===== src/rtl/bcd_scan_display_pkg.sv =====
// Shared types and constants for the BCD scan display.
// Holds the conversion FSM state enum, the BCD register width, and the
// active-high 7-segment glyphs. Glyph bit order is {g,f,e,d,c,b,a}.
package bcd_scan_display_pkg;

  localparam int unsigned BCD_W = 12;
  localparam int unsigned SEG_W = 7;
  localparam int unsigned DIG_N = 5;

  typedef enum logic [1:0] {
    IDLE  = 2'd0,
    LOAD  = 2'd1,
    SHIFT = 2'd2,
    STORE = 2'd3
  } state_t;

  localparam logic [SEG_W-1:0] SEG_0     = 7'h3F;
  localparam logic [SEG_W-1:0] SEG_1     = 7'h06;
  localparam logic [SEG_W-1:0] SEG_2     = 7'h5B;
  localparam logic [SEG_W-1:0] SEG_3     = 7'h4F;
  localparam logic [SEG_W-1:0] SEG_4     = 7'h66;
  localparam logic [SEG_W-1:0] SEG_5     = 7'h6D;
  localparam logic [SEG_W-1:0] SEG_6     = 7'h7D;
  localparam logic [SEG_W-1:0] SEG_7     = 7'h07;
  localparam logic [SEG_W-1:0] SEG_8     = 7'h7F;
  localparam logic [SEG_W-1:0] SEG_9     = 7'h6F;
  localparam logic [SEG_W-1:0] SEG_MINUS = 7'h40;
  localparam logic [SEG_W-1:0] SEG_E     = 7'h79;
  localparam logic [SEG_W-1:0] SEG_BLANK = 7'h00;

  // Active-high glyph for one BCD digit; non-decimal codes render blank.
  function automatic logic [SEG_W-1:0] digit_glyph(input logic [3:0] d);
    logic [SEG_W-1:0] g;
    case (d)
      4'd0:    g = SEG_0;
      4'd1:    g = SEG_1;
      4'd2:    g = SEG_2;
      4'd3:    g = SEG_3;
      4'd4:    g = SEG_4;
      4'd5:    g = SEG_5;
      4'd6:    g = SEG_6;
      4'd7:    g = SEG_7;
      4'd8:    g = SEG_8;
      4'd9:    g = SEG_9;
      default: g = SEG_BLANK;
    endcase
    return g;
  endfunction

endpackage


===== src/rtl/bcd_scan_display_bin2bcd_serial.sv =====
// Serial double-dabble converter: 8-bit binary to 12-bit BCD, one bit/cycle.
// Ports: clk, rst (sync, active-low), start (load bin, clear BCD),
//        bin[7:0], done (one-cycle pulse after the 8th shift), bcd[11:0].
module bin2bcd_serial
  import bcd_scan_display_pkg::*;
(
  input  logic             clk,
  input  logic             rst,
  input  logic             start,
  input  logic [7:0]       bin,
  output logic             done,
  output logic [BCD_W-1:0] bcd
);

  logic [7:0]       sr;
  logic [2:0]       cnt;
  logic             active;
  logic [BCD_W-1:0] adj_c;
  logic [BCD_W+7:0] sh_c;

  // Add 3 to every nibble >= 5, then shift BCD and binary together.
  always_comb begin
    adj_c = bcd;
    for (int i = 0; i < 3; i++) begin
      if (bcd[4*i +: 4] >= 4'd5) adj_c[4*i +: 4] = bcd[4*i +: 4] + 4'd3;
    end
    sh_c = {adj_c, sr} << 1;
  end

  always_ff @(posedge clk) begin
    if (!rst) begin
      sr     <= '0;
      bcd    <= '0;
      cnt    <= '0;
      active <= 1'b0;
      done   <= 1'b0;
    end else begin
      done <= 1'b0;
      if (start) begin
        sr     <= bin;
        bcd    <= '0;
        cnt    <= '0;
        active <= 1'b1;
      end else if (active) begin
        bcd <= sh_c[BCD_W+7:8];
        sr  <= sh_c[7:0];
        cnt <= cnt + 3'd1;
        if (cnt == 3'd7) begin
          active <= 1'b0;
          done   <= 1'b1;
        end
      end
    end
  end

endmodule


===== src/rtl/bcd_scan_display.sv =====
// Signed result to 5-digit multiplexed 7-segment display.
// Ports: clk, rst (sync, active-low), result_valid (strobe), result[7:0]
//        (two's complement), ovf; busy (conversion running), seg_out[6:0]
//        ({g..a}, polarity per SEG_ACTIVE_LOW), seg_sel[4:0] (one-hot, bit0 = ones).
module bcd_scan_display
  import bcd_scan_display_pkg::*;
#(
  parameter logic [15:0] SCAN_DIV       = 16'd50000,
  parameter bit          SEG_ACTIVE_LOW = 1'b1
) (
  input  logic             clk,
  input  logic             rst,
  input  logic             result_valid,
  input  logic [7:0]       result,
  input  logic             ovf,
  output logic             busy,
  output logic [SEG_W-1:0] seg_out,
  output logic [DIG_N-1:0] seg_sel
);

  state_t           state, state_nxt;
  logic [2:0]       cnt, cnt_nxt;
  logic             accept_c, load_c, store_c;

  logic [7:0]       hold_res;
  logic             hold_ovf;
  logic             sign_l, ovf_l;
  logic [7:0]       mag_c;
  logic             bcd_done;
  logic [BCD_W-1:0] bcd;

  logic [3:0]       dig_ones, dig_tens, dig_hund;
  logic             disp_sign, disp_ovf;

  logic [15:0]      scan_cnt;
  logic             wrap_c;
  logic [DIG_N-1:0] sel_nxt;
  logic [SEG_W-1:0] glyph_c;

  // Conversion FSM: state register.
  always_ff @(posedge clk) begin
    if (!rst) begin
      state <= IDLE;
      cnt   <= '0;
      busy  <= 1'b0;
    end else begin
      state <= state_nxt;
      cnt   <= cnt_nxt;
      busy  <= (state_nxt != IDLE);
    end
  end

  // Conversion FSM: next state and control strobes.
  always_comb begin
    state_nxt = state;
    cnt_nxt   = cnt;
    accept_c  = 1'b0;
    load_c    = 1'b0;
    store_c   = 1'b0;
    case (state)
      IDLE: begin
        if (result_valid) begin
          accept_c  = 1'b1;
          state_nxt = LOAD;
        end
      end
      LOAD: begin
        load_c    = 1'b1;
        cnt_nxt   = '0;
        state_nxt = SHIFT;
      end
      SHIFT: begin
        if (cnt == 3'd7) state_nxt = STORE;
        else             cnt_nxt   = cnt + 3'd1;
      end
      STORE: begin
        store_c   = bcd_done;
        state_nxt = IDLE;
      end
      default: state_nxt = IDLE;
    endcase
  end

  // |result| as unsigned; -128 maps to 128 since 8'h80 negates to itself.
  assign mag_c = hold_res[7] ? 8'(8'd0 - hold_res) : hold_res;

  bin2bcd_serial u_bin2bcd (
    .clk   (clk),
    .rst   (rst),
    .start (load_c),
    .bin   (mag_c),
    .done  (bcd_done),
    .bcd   (bcd)
  );

  // Capture the strobe payload, latch sign/ovf in LOAD, commit digits in STORE.
  always_ff @(posedge clk) begin
    if (!rst) begin
      hold_res  <= '0;
      hold_ovf  <= 1'b0;
      sign_l    <= 1'b0;
      ovf_l     <= 1'b0;
      dig_ones  <= '0;
      dig_tens  <= '0;
      dig_hund  <= '0;
      disp_sign <= 1'b0;
      disp_ovf  <= 1'b0;
    end else begin
      if (accept_c) begin
        hold_res <= result;
        hold_ovf <= ovf;
      end
      if (load_c) begin
        sign_l <= hold_res[7];
        ovf_l  <= hold_ovf;
      end
      if (store_c) begin
        dig_ones  <= bcd[3:0];
        dig_tens  <= bcd[7:4];
        dig_hund  <= bcd[11:8];
        disp_sign <= sign_l;
        disp_ovf  <= ovf_l;
      end
    end
  end

  assign wrap_c  = (scan_cnt == SCAN_DIV - 16'd1);
  assign sel_nxt = wrap_c ? {seg_sel[DIG_N-2:0], seg_sel[DIG_N-1]} : seg_sel;

  // Glyph for the digit that will be selected after this edge.
  always_comb begin
    glyph_c = SEG_BLANK;
    case (sel_nxt)
      5'b00001: glyph_c = disp_ovf ? SEG_BLANK : digit_glyph(dig_ones);
      5'b00010: glyph_c = (disp_ovf || (dig_hund == 4'd0 && dig_tens == 4'd0))
                          ? SEG_BLANK : digit_glyph(dig_tens);
      5'b00100: glyph_c = (disp_ovf || dig_hund == 4'd0)
                          ? SEG_BLANK : digit_glyph(dig_hund);
      5'b01000: glyph_c = (!disp_ovf && disp_sign) ? SEG_MINUS : SEG_BLANK;
      5'b10000: glyph_c = disp_ovf ? SEG_E : SEG_BLANK;
      default:  glyph_c = SEG_BLANK;
    endcase
  end

  // Scan counter; select and segments share an edge so digits never ghost.
  always_ff @(posedge clk) begin
    if (!rst) begin
      scan_cnt <= '0;
      seg_sel  <= 5'b00001;
      seg_out  <= SEG_ACTIVE_LOW ? ~SEG_0 : SEG_0;
    end else begin
      scan_cnt <= wrap_c ? 16'd0 : scan_cnt + 16'd1;
      seg_sel  <= sel_nxt;
      seg_out  <= SEG_ACTIVE_LOW ? ~glyph_c : glyph_c;
    end
  end

endmodule


===== config.mk =====
export PLATFORM = sky130hd
export DESIGN_NAME = bcd_scan_display
export DESIGN_NICKNAME = d
export VERILOG_FILES = /design/src/rtl/bcd_scan_display_pkg.sv /design/src/rtl/bcd_scan_display_bin2bcd_serial.sv /design/src/rtl/bcd_scan_display.sv
export SDC_FILE = /design/constraint.sdc
export NUM_CORES = 1
export LEC_CHECK = 0
export BUFFER_PORTS_ARGS = -buffer_cell sky130_fd_sc_hd__buf_2
export CAP_MARGIN = 30
export CORE_ASPECT_RATIO = 1.75
export CORE_MARGIN = 2
export CORE_UTILIZATION = 60
export CTS_CLUSTER_SIZE = 8
export DETAILED_ROUTE_END_ITERATION = 16
export PLACE_DENSITY = 0.84
export RECOVER_POWER = 25
export SLEW_MARGIN = 20
export SYNTH_ARGS = -nofsm -noshare
export SYNTH_HDL_FRONTEND = slang
export SYNTH_SLANG_ARGS = --single-unit

===== constraint.sdc =====
create_clock -name clk -period 2.39 [get_ports clk]
set_clock_uncertainty 0.15 [all_clocks]
set_input_delay 0.1195 -clock clk [delete_from_list [all_inputs] [get_ports clk]]
set_output_delay 0.1195 -clock clk [all_outputs]
set_load 0.05 [all_outputs]

* After elaboration in Yosys (flattened, before gate mapping)
Memory sizes are Yosys's and may differ from the RTL's. A register that Yosys moved wholly into a read port is not among the register bits. Cells that the tools add are included.
Operators by class: div/mod/pow operators 0, order comparisons 3, equality and inequality tests 12, bitwise gates (word level) 3, shift-type cells 0, mux-type cells 32, $add $sub $neg 7, multiply operators 0, reduce and logical (&&, ||, !) cells 15
Operator list (number):
- 7-bit two-way mux | 5
- 7-bit case mux with 5 select lines | 1
- 4-bit two-way mux | 8
- 8-bit two-way mux | 3
- 16-bit by 1-bit adder with 16-bit output, second input constant | 1
- 16-bit equality test, second input constant | 1
- 4-bit by 3-bit >= comparator with 1-bit output, second input constant | 3
- 4-bit by 2-bit adder with 4-bit output, second input constant | 2
- 4-bit logical NOT | 2
- 1-bit two-way mux | 8
- 2-bit case mux with 4 select lines | 1
- 1-bit by 8-bit subtractor with 8-bit output, first input constant | 1
- 7-bit inverter | 1
- 3-bit by 1-bit adder with 3-bit output, second input constant | 2
- 3-bit equality test, second input constant | 2
- 3-bit two-way mux | 2
- 3-bit case mux with 2 select lines | 1
- 2-bit nonzero test | 3
- 5-bit by 1-bit equality test with 1-bit output, second input constant | 1
- 5-bit by 2-bit equality test with 1-bit output, second input constant | 1
- 5-bit by 3-bit equality test with 1-bit output, second input constant | 1
- 5-bit by 4-bit equality test with 1-bit output, second input constant | 1
- 5-bit equality test, second input constant | 1
- 5-bit two-way mux | 1
- 13 further kinds | 19
Word-level totals: output and inout bits 13, RAM bits 0, bits in read-only memories 336, bits in latches 0, word-level logic and storage cells 95, memories 3, flip-flop bits (word level) 84, bits of input ports 12
Memory list:
- (name not given) | depth 16, bits a word 7, read ports 1, clocked after memory_dff 1, write ports 0, RTL line bcd_scan_display_pkg.sv:34 | case (d)
- (name not given) | depth 16, bits a word 7, read ports 1, clocked after memory_dff 1, write ports 0, RTL line bcd_scan_display_pkg.sv:34
- (name not given) | depth 16, bits a word 7, read ports 1, clocked after memory_dff 1, write ports 0, RTL line bcd_scan_display_pkg.sv:34

* Depth between registers and ports, before layout
Gate-level depths: netlist (run 1).
word-level depth 6, gate-level depth with buffers 10, depth with buffers taken out 9

* Modules after synthesis
Synthesis (run 1) repeated with hierarchy kept, for this count alone.
Second synthesis, totals: cells, all modules 591, area total of the unflattened synthesis 5325.1 µm²
Modules (own cells, without submodules):
- bcd_scan_display | instances 1, sequential area each 1601.5 µm², cells each 432, area each 3933.8 µm²
- bin2bcd_serial | instances 1, sequential area each 500.5 µm², cells each 159, area each 1391.3 µm²

* Worst setup path before layout (run 1)
No wires, ideal clock.
path kind register to register, start point register state[0], end point register with a tool-made name, data required time 2123 ps, cell stages (with the launch flop) 9, data arrival time 1795 ps, buffers on the path 1, slack 328 ps, period minus slack after synthesis 2062 ps, library setup time 117 ps, path through dfxtp_1 -> ha_1 -> buf_2 -> and3_1 -> o21ai_1 -> ha_1 -> nand2b_1 -> a21o_1 -> o21ai_1
RTL lines:
- start, declared | RTL line bcd_scan_display.sv:21 | state_t state, state_nxt;
- start signal, assigned | RTL line bcd_scan_display.sv:47 | state <= state_nxt;

==> flow_summary.toml, run 1 <==
[run_status]
outcome = "complete, no violations"

[synth]
synth.avg_cell_area_um2 = 9.09
synthTopCellsByArea = "sky130_fd_sc_hd__dfxtp_1 41%, sky130_fd_sc_hd__ha_1 8.5%, sky130_fd_sc_hd__mux2i_1 5.1%, sky130_fd_sc_hd__nor2_1 3.7%, sky130_fd_sc_hd__nand2_1 3.4%"
synth_unique_cells = 57
post_synthesis_instance_area_um2 = 5140
ys_dominant_reg_cell = "sky130_fd_sc_hd__dfxtp_1"
portion_of_the_post_synthesis_area_used_by_sequential_elements_pct = 40.9
postSynthNetCount = 612
synth_top_area_share_pct = 40.9
synth_edf_count = 0
netlist_instances = 565
synth.ff_latch_count = 105
synth_largest_area_cell = "sky130_fd_sc_hd__dfxtp_1"
synth.yosys.warnings = 0
synthArstFlopShare_pct = 0

[pwr]
leakage_power_of_the_design_nw = 2.48
p_per_area_nw_per_um2 = 638
p_total_mw = 3.76
power.ir.vdd_worst_mv = 0.466

[drt]
avgRoutedWirePerCell_um = 14.5
drt_wirelength_mm = 10.5
routed-via-count = 4041
drtPass1Iterations = 5
drc_markers = 0
drt_iter0_drc = 175
detail_route.vias_per_cell = 5.57
antenna_violating_nets_post_route = 0

[grt]
grt_start_max_net_pins = 32
grt_pass1_vias = 3946
grt_util_all_layers_pct = 24.0
initial_antenna_violation_count = 0
globalRoute.totalOverflow = 0
grt_first_pass_wirelength_mm = 17.6

[setup_path]
cp_max_fo = 11
worstSetupStartpointType = "register"
critical_path_required_ns = 2.47
worst-r2r-cell-count = 8
timing.reg2reg.setup_slack_ns = 0.24
worstSetupPathType = "reg -> reg"
crit-reg2reg-launch = "state[0]$_SDFF_PN0_"
critical_path.startpoint = "state[0]$_SDFF_PN0_"
cp-end-kind = "register"
worst_endpoint_data_arrival_time_ns = 2.23

[clock_network]
tritoncts_num_sinks = 105
cts_setup_buffers = 0
cts.path.max_buffers = 2
clk_pin_slew_ns = 0.07
cts_tree = "done"
clock_latency_ns = 0.35
number_of_cts_inserted_buffers = 9
clockRootBuffer = "sky130_fd_sc_hd__clkbuf_16"
cts.htree.levels = 3

[placement]
place.port_buffers = 24
gp_congestion = 0.904
place.detailed.instances = 691
detailedPlacementHpwl_mm = 7.33

[finish]
most-common-layout-cells = "105 x sky130_fd_sc_hd__dfxtp_1, 49 x sky130_fd_sc_hd__nor2_1, 46 x sky130_fd_sc_hd__nand2_1"
area_growth_syn_to_layout_pct = 14.8
post-route-util_pct = 70.9
fill_cells = 610
finalNetCount = 653
layoutNonFillerInstCount = 725
share_of_final_layout_standard_cells_stronger_than_drive_strength_1_pct = 12.8
final_common_cell = "sky130_fd_sc_hd__dfxtp_1"
inserted_diodes = 0

[floorplanning]
dieWidth_um = 73.9
floorplan.io_pins = 25
die-height_um = 126
initial_core_util_pct = 61.8
rows = 44
design.die.area_um2 = 9350
design.core.area_um2 = 8310

[sta]
slew_headroom_pct = 55.5
timing.fmax_mhz = 465
worst_pin_slew_ns = 0.668
grt_setup_unrepaired = "no"
report.final.hold_viol_count = 0
finalCritPeriodShare_pct = 90.0
setup_violations = 0
pins_over_slew_limit = 0
fin_setup_tns_ns = 0
timing.hold.ws_ns = 0.222
post-route-min-period_ns = 2.15

[hold_path]
hold_class = "in -> reg"
worst_hold_path.num_cells = 4
worstHoldStart = "result_valid"

[job]
drv_cap = 0
worst max-delay path, cell delays in order, from the launching register on:
cell and delay [ns]:
sky130_fd_sc_hd__dfxtp_1 0.40, sky130_fd_sc_hd__ha_2 0.33, sky130_fd_sc_hd__nand2_2 0.18, sky130_fd_sc_hd__mux2i_1 0.18
sky130_fd_sc_hd__nor2_1 0.23, sky130_fd_sc_hd__inv_2 0.11, sky130_fd_sc_hd__ha_1 0.23, sky130_fd_sc_hd__mux2i_1 0.13
sky130_fd_sc_hd__o22ai_1 0.09
kinds of logic after synthesis:
family	after synthesis	share of synthesized area, %
adders and majority gates	35	8.53
muxes	27	5.51
DFF	105	40.9
AOI/OAI and AO/OA	123	16.5
and+or+nand+nor	191	19.3
buffers and inverters	55	4.21
xor gates and xnor gates	29	4.95
report_power, final:
| part | total, mW | switching [mW] | internal (mW) |
|---|---|---|---|
| logic | 0.349 | 0.195 | 0.153 |
| clock network | 1.56 | 0.643 | 0.915 |
| registers | 1.85 | 0.0493 | 1.80 |
| total | 3.76 | 0.887 | 2.87 |
synth_stat cells (11+ instances only):
cell	instances
sky130_fd_sc_hd__dfxtp_1	105
sky130_fd_sc_hd__nor2_1	50
sky130_fd_sc_hd__nand2_1	46
sky130_fd_sc_hd__ha_1	35
sky130_fd_sc_hd__nand3_1	28
sky130_fd_sc_hd__mux2i_1	26
sky130_fd_sc_hd__a21oi_1	24
sky130_fd_sc_hd__clkbuf_1	22
sky130_fd_sc_hd__o21ai_1	19
sky130_fd_sc_hd__xnor2_1	17
sky130_fd_sc_hd__nand2b_1	14
sky130_fd_sc_hd__inv_1	13
sky130_fd_sc_hd__inv_2	13
sky130_fd_sc_hd__nor2b_1	13
sky130_fd_sc_hd__a211oi_1	12
sky130_fd_sc_hd__xor2_1	12
sky130_fd_sc_hd__and3_1	11
how the worst min path moves through the flow:
stage / end / slack, ns
detailed placement: hold_ovf$_SDFFE_PN0P_ / 0.23
CTS: state[0]$_SDFF_PN0_ / 0.19
floorplan: hold_ovf$_SDFFE_PN0P_ / 0.12
global placement: hold_res[4]$_SDFFE_PN0P_ / 0.22
global route: seg_out[2]$_SDFF_PN0_ / 0.28
finish: state[0]$_SDFF_PN0_ / 0.22
metrics by stage:
stage | instance area (um^2) | setup WS (ns)
final | 5890 | 0.240
after global routing | 5890 | 0.0329
after CTS | 5910 | 0.0887
after detailed placement | 5400 | 0.121
after global placement | 5400 | 0.232
after floorplan | 5140 | 0.328
cell type report:
class	count	area, um^2	share of cell area, %
clock buffer	9	225	3.82
clock inverter	6	91.3	1.55
inverter	26	97.6	1.66
multi-input combinational	405	2820	47.9
sequential	105	2100	35.7
tap	115	144	2.44
timing repair buffer	59	412	6.98
layer usage:
metal | part of all wire, % | global-route usage (%)
met5 | 0 | 0
met3 | 2.0 | 4.29
met1 | 40 | 25.0
met4 | 3.3 | 12.2
met2 | 55 | 44.0
repair_timing:
item,in CTS,in global routing
resized for setup,0,2
endpoints found under the hold margin,10,0
setup endpoints to repair,0,13
hold buffers,19,0
(Power assumes the default switching activity.)
==> run 2, diff against run 1 <==
--- a/config.mk
+++ b/config.mk
@@ -14,3 +14,3 @@
 export DETAILED_ROUTE_END_ITERATION = 16
-export PLACE_DENSITY = 0.84
+export PLACE_DENSITY = 0.77
 export RECOVER_POWER = 25
--- a/constraint.sdc
+++ b/constraint.sdc
@@ -4,2 +4,2 @@
 set_output_delay 0.1195 -clock clk [all_outputs]
-set_load 0.05 [all_outputs]
+set_load 0.01 [all_outputs]
==> run 2 against run 1 <==
Against the previous run:
- cell count shrank 0.28%
- flip-flop and latch count is the same
- sequential power is essentially flat
- via count grew 0.30%
- sequential share of layout area grew 0.082 points
- global-route usage is essentially flat
- power shrank 0.10%
- hold slack lost 0.20 ns
- non-clock buffer count shrank 2
- critical path type unchanged
- largest cell class unchanged
- largest power group unchanged
==> flow_summary.toml, run 2 (same netlist as run 1, synthesis figures left out) <==
[clock_network]
number_of_cts_inserted_buffers = 9
tritoncts_num_sinks = 105
clockRootBuffer = "sky130_fd_sc_hd__clkbuf_16"
cts_tree = "done"
clk_pin_slew_ns = 0.07
cts.htree.levels = 3
cts.path.max_buffers = 2
cts_setup_buffers = 0
clock_latency_ns = 0.35

[sta]
timing.fmax_mhz = 478
pins_over_slew_limit = 0
slew_headroom_pct = 51.0
setup_violations = 0
post-route-min-period_ns = 2.09
timing.hold.ws_ns = 0.0183
report.final.hold_viol_count = 0
finalCritPeriodShare_pct = 87.6
fin_setup_tns_ns = 0
worst_pin_slew_ns = 0.734
grt_setup_unrepaired = "no"

[finish]
inserted_diodes = 0
most-common-layout-cells = "104 x sky130_fd_sc_hd__dfxtp_1, 50 x sky130_fd_sc_hd__nor2_1, 46 x sky130_fd_sc_hd__nand2_1"
final_area_um2 = 5880
final_common_cell = "sky130_fd_sc_hd__dfxtp_1"
post-route-util_pct = 70.8
share_of_final_layout_standard_cells_stronger_than_drive_strength_1_pct = 11.7
area_growth_syn_to_layout_pct = 14.6
finalNetCount = 651

[drt]
highest_layer = "met4"
drc_markers = 0
drt_iter0_drc = 212
detail_route.vias_per_cell = 5.61
met2_wirelength_mm = 6.13
drtPass1Iterations = 4
avgRoutedWirePerCell_um = 14.6
routed-via-count = 4053
met1_length_mm = 3.90
antenna_violating_nets_post_route = 0
drt_wirelength_mm = 10.5
met3_length_um = 295

[setup_path]
worstSetupStartpointType = "register"
worstSetupPathType = "reg -> reg"
cell_type_group_with_the_largest_total_delay_on_the_critical_path = "adder cells"
timing.reg2reg.setup_slack_ns = 0.30
crit-reg2reg-launch = "state[0]$_SDFF_PN0_"
cp.depth = 8
path_cells = "ha_4 -> nand2_2 -> mux2i_1 -> nor2_1 -> inv_2 -> ha_1 -> a21boi_1 -> o22ai_1"
critical_path_required_ns = 2.47
cp_slowest_cell = "sky130_fd_sc_hd__dfxtp_1"
cp-end-kind = "register"
path_buf_inv = 1
worst_endpoint_data_arrival_time_ns = 2.17
worst-r2r-cell-count = 8
cp_slowest_stage_delay_ns = 0.44
cp_max_fo = 14
critical_path.startpoint = "state[0]$_SDFF_PN0_"

[placement]
placed_cell_area_um2 = 5410
gp_congestion = 0.857
detailedPlacementHpwl_mm = 7.40
place.port_buffers = 24

[pwr]
power.ir.vdd_worst_mv = 0.549
leakage_power_of_the_design_nw = 2.47
p_per_area_nw_per_um2 = 638

[grt]
initial_antenna_violation_count = 0
grt_first_pass_wirelength_mm = 17.6
grt_start_max_net_pins = 34
grt_pass1_vias = 3980
grt_util_all_layers_pct = 24.0
globalRoute.totalOverflow = 0

[run_status]
outcome = "complete, no violations"

[floorplanning]
rows = 44
design.core.area_um2 = 8310
dieWidth_um = 73.9
initial_core_util_pct = 61.8
die-height_um = 126
floorplan.io_pins = 25
design.die.area_um2 = 9350

[job]
drv_cap = 0

[hold_path]
hold_class = "in -> reg"
run 2: metrics by stage:
| step | std cells | setup slack (ns) | power (mW) |
|---|---|---|---|
| floorplan | 565 | 0.328 | 2.11 |
| CTS | 723 | 0.0293 | 3.77 |
| finish | 723 | 0.297 | 3.75 |
| detailed placement | 690 | 0.0401 | 2.20 |
| global placement | 690 | 0.163 | 2.19 |
| global route | 723 | 0.110 | 3.89 |
run 2: worst min-delay path by stage:
stage / depth (start not counted) / slack (ns) / endpoint / from
3_3_place_gp: 3 / 0.22 / hold_ovf$_SDFFE_PN0P_ / ovf
6_report: 2 / 0.02 / scan_cnt[1]$_SDFF_PP0_ / rst
5_1_grt: 2 / 0.03 / scan_cnt[1]$_SDFF_PP0_ / rst
3_5_place_dp: 3 / 0.23 / hold_ovf$_SDFFE_PN0P_ / ovf
2_1_floorplan: 2 / 0.12 / hold_ovf$_SDFFE_PN0P_ / ovf
4_1_cts: 2 / 0.007 / scan_cnt[1]$_SDFF_PP0_ / rst
run 2: repair_timing:
action,CTS,global route
endpoints found under the setup margin,0,18
hold buffers,18,0
resized for setup,0,3
endpoints found under the hold margin,9,0
run 2: power by group:
part	internal, mW	total, mW	switching (mW)
clock	0.939	1.55	0.607
combinational	0.157	0.355	0.198
sequential	1.80	1.85	0.0494
total	2.90	3.75	0.854
run 2: layer usage:
metal | up-vias | track usage, %
met2 | 70 | 47.0
met3 | 16 | 4.21
met4 | 0 | 10.4
met1 | 1926 | 23.1
li1 | 2041 | -
met5 | - | 0
run 2: layout make-up:
cell class / count / area (um^2)
multi-input combinational: 405 / 2830
fill: 639 / 2430
sequential: 105 / 2100
timing repair buffer: 57 / 398
clock buffer: 12 / 246
tap: 115 / 144
inverter: 26 / 97.6
clock inverter: 3 / 65.1
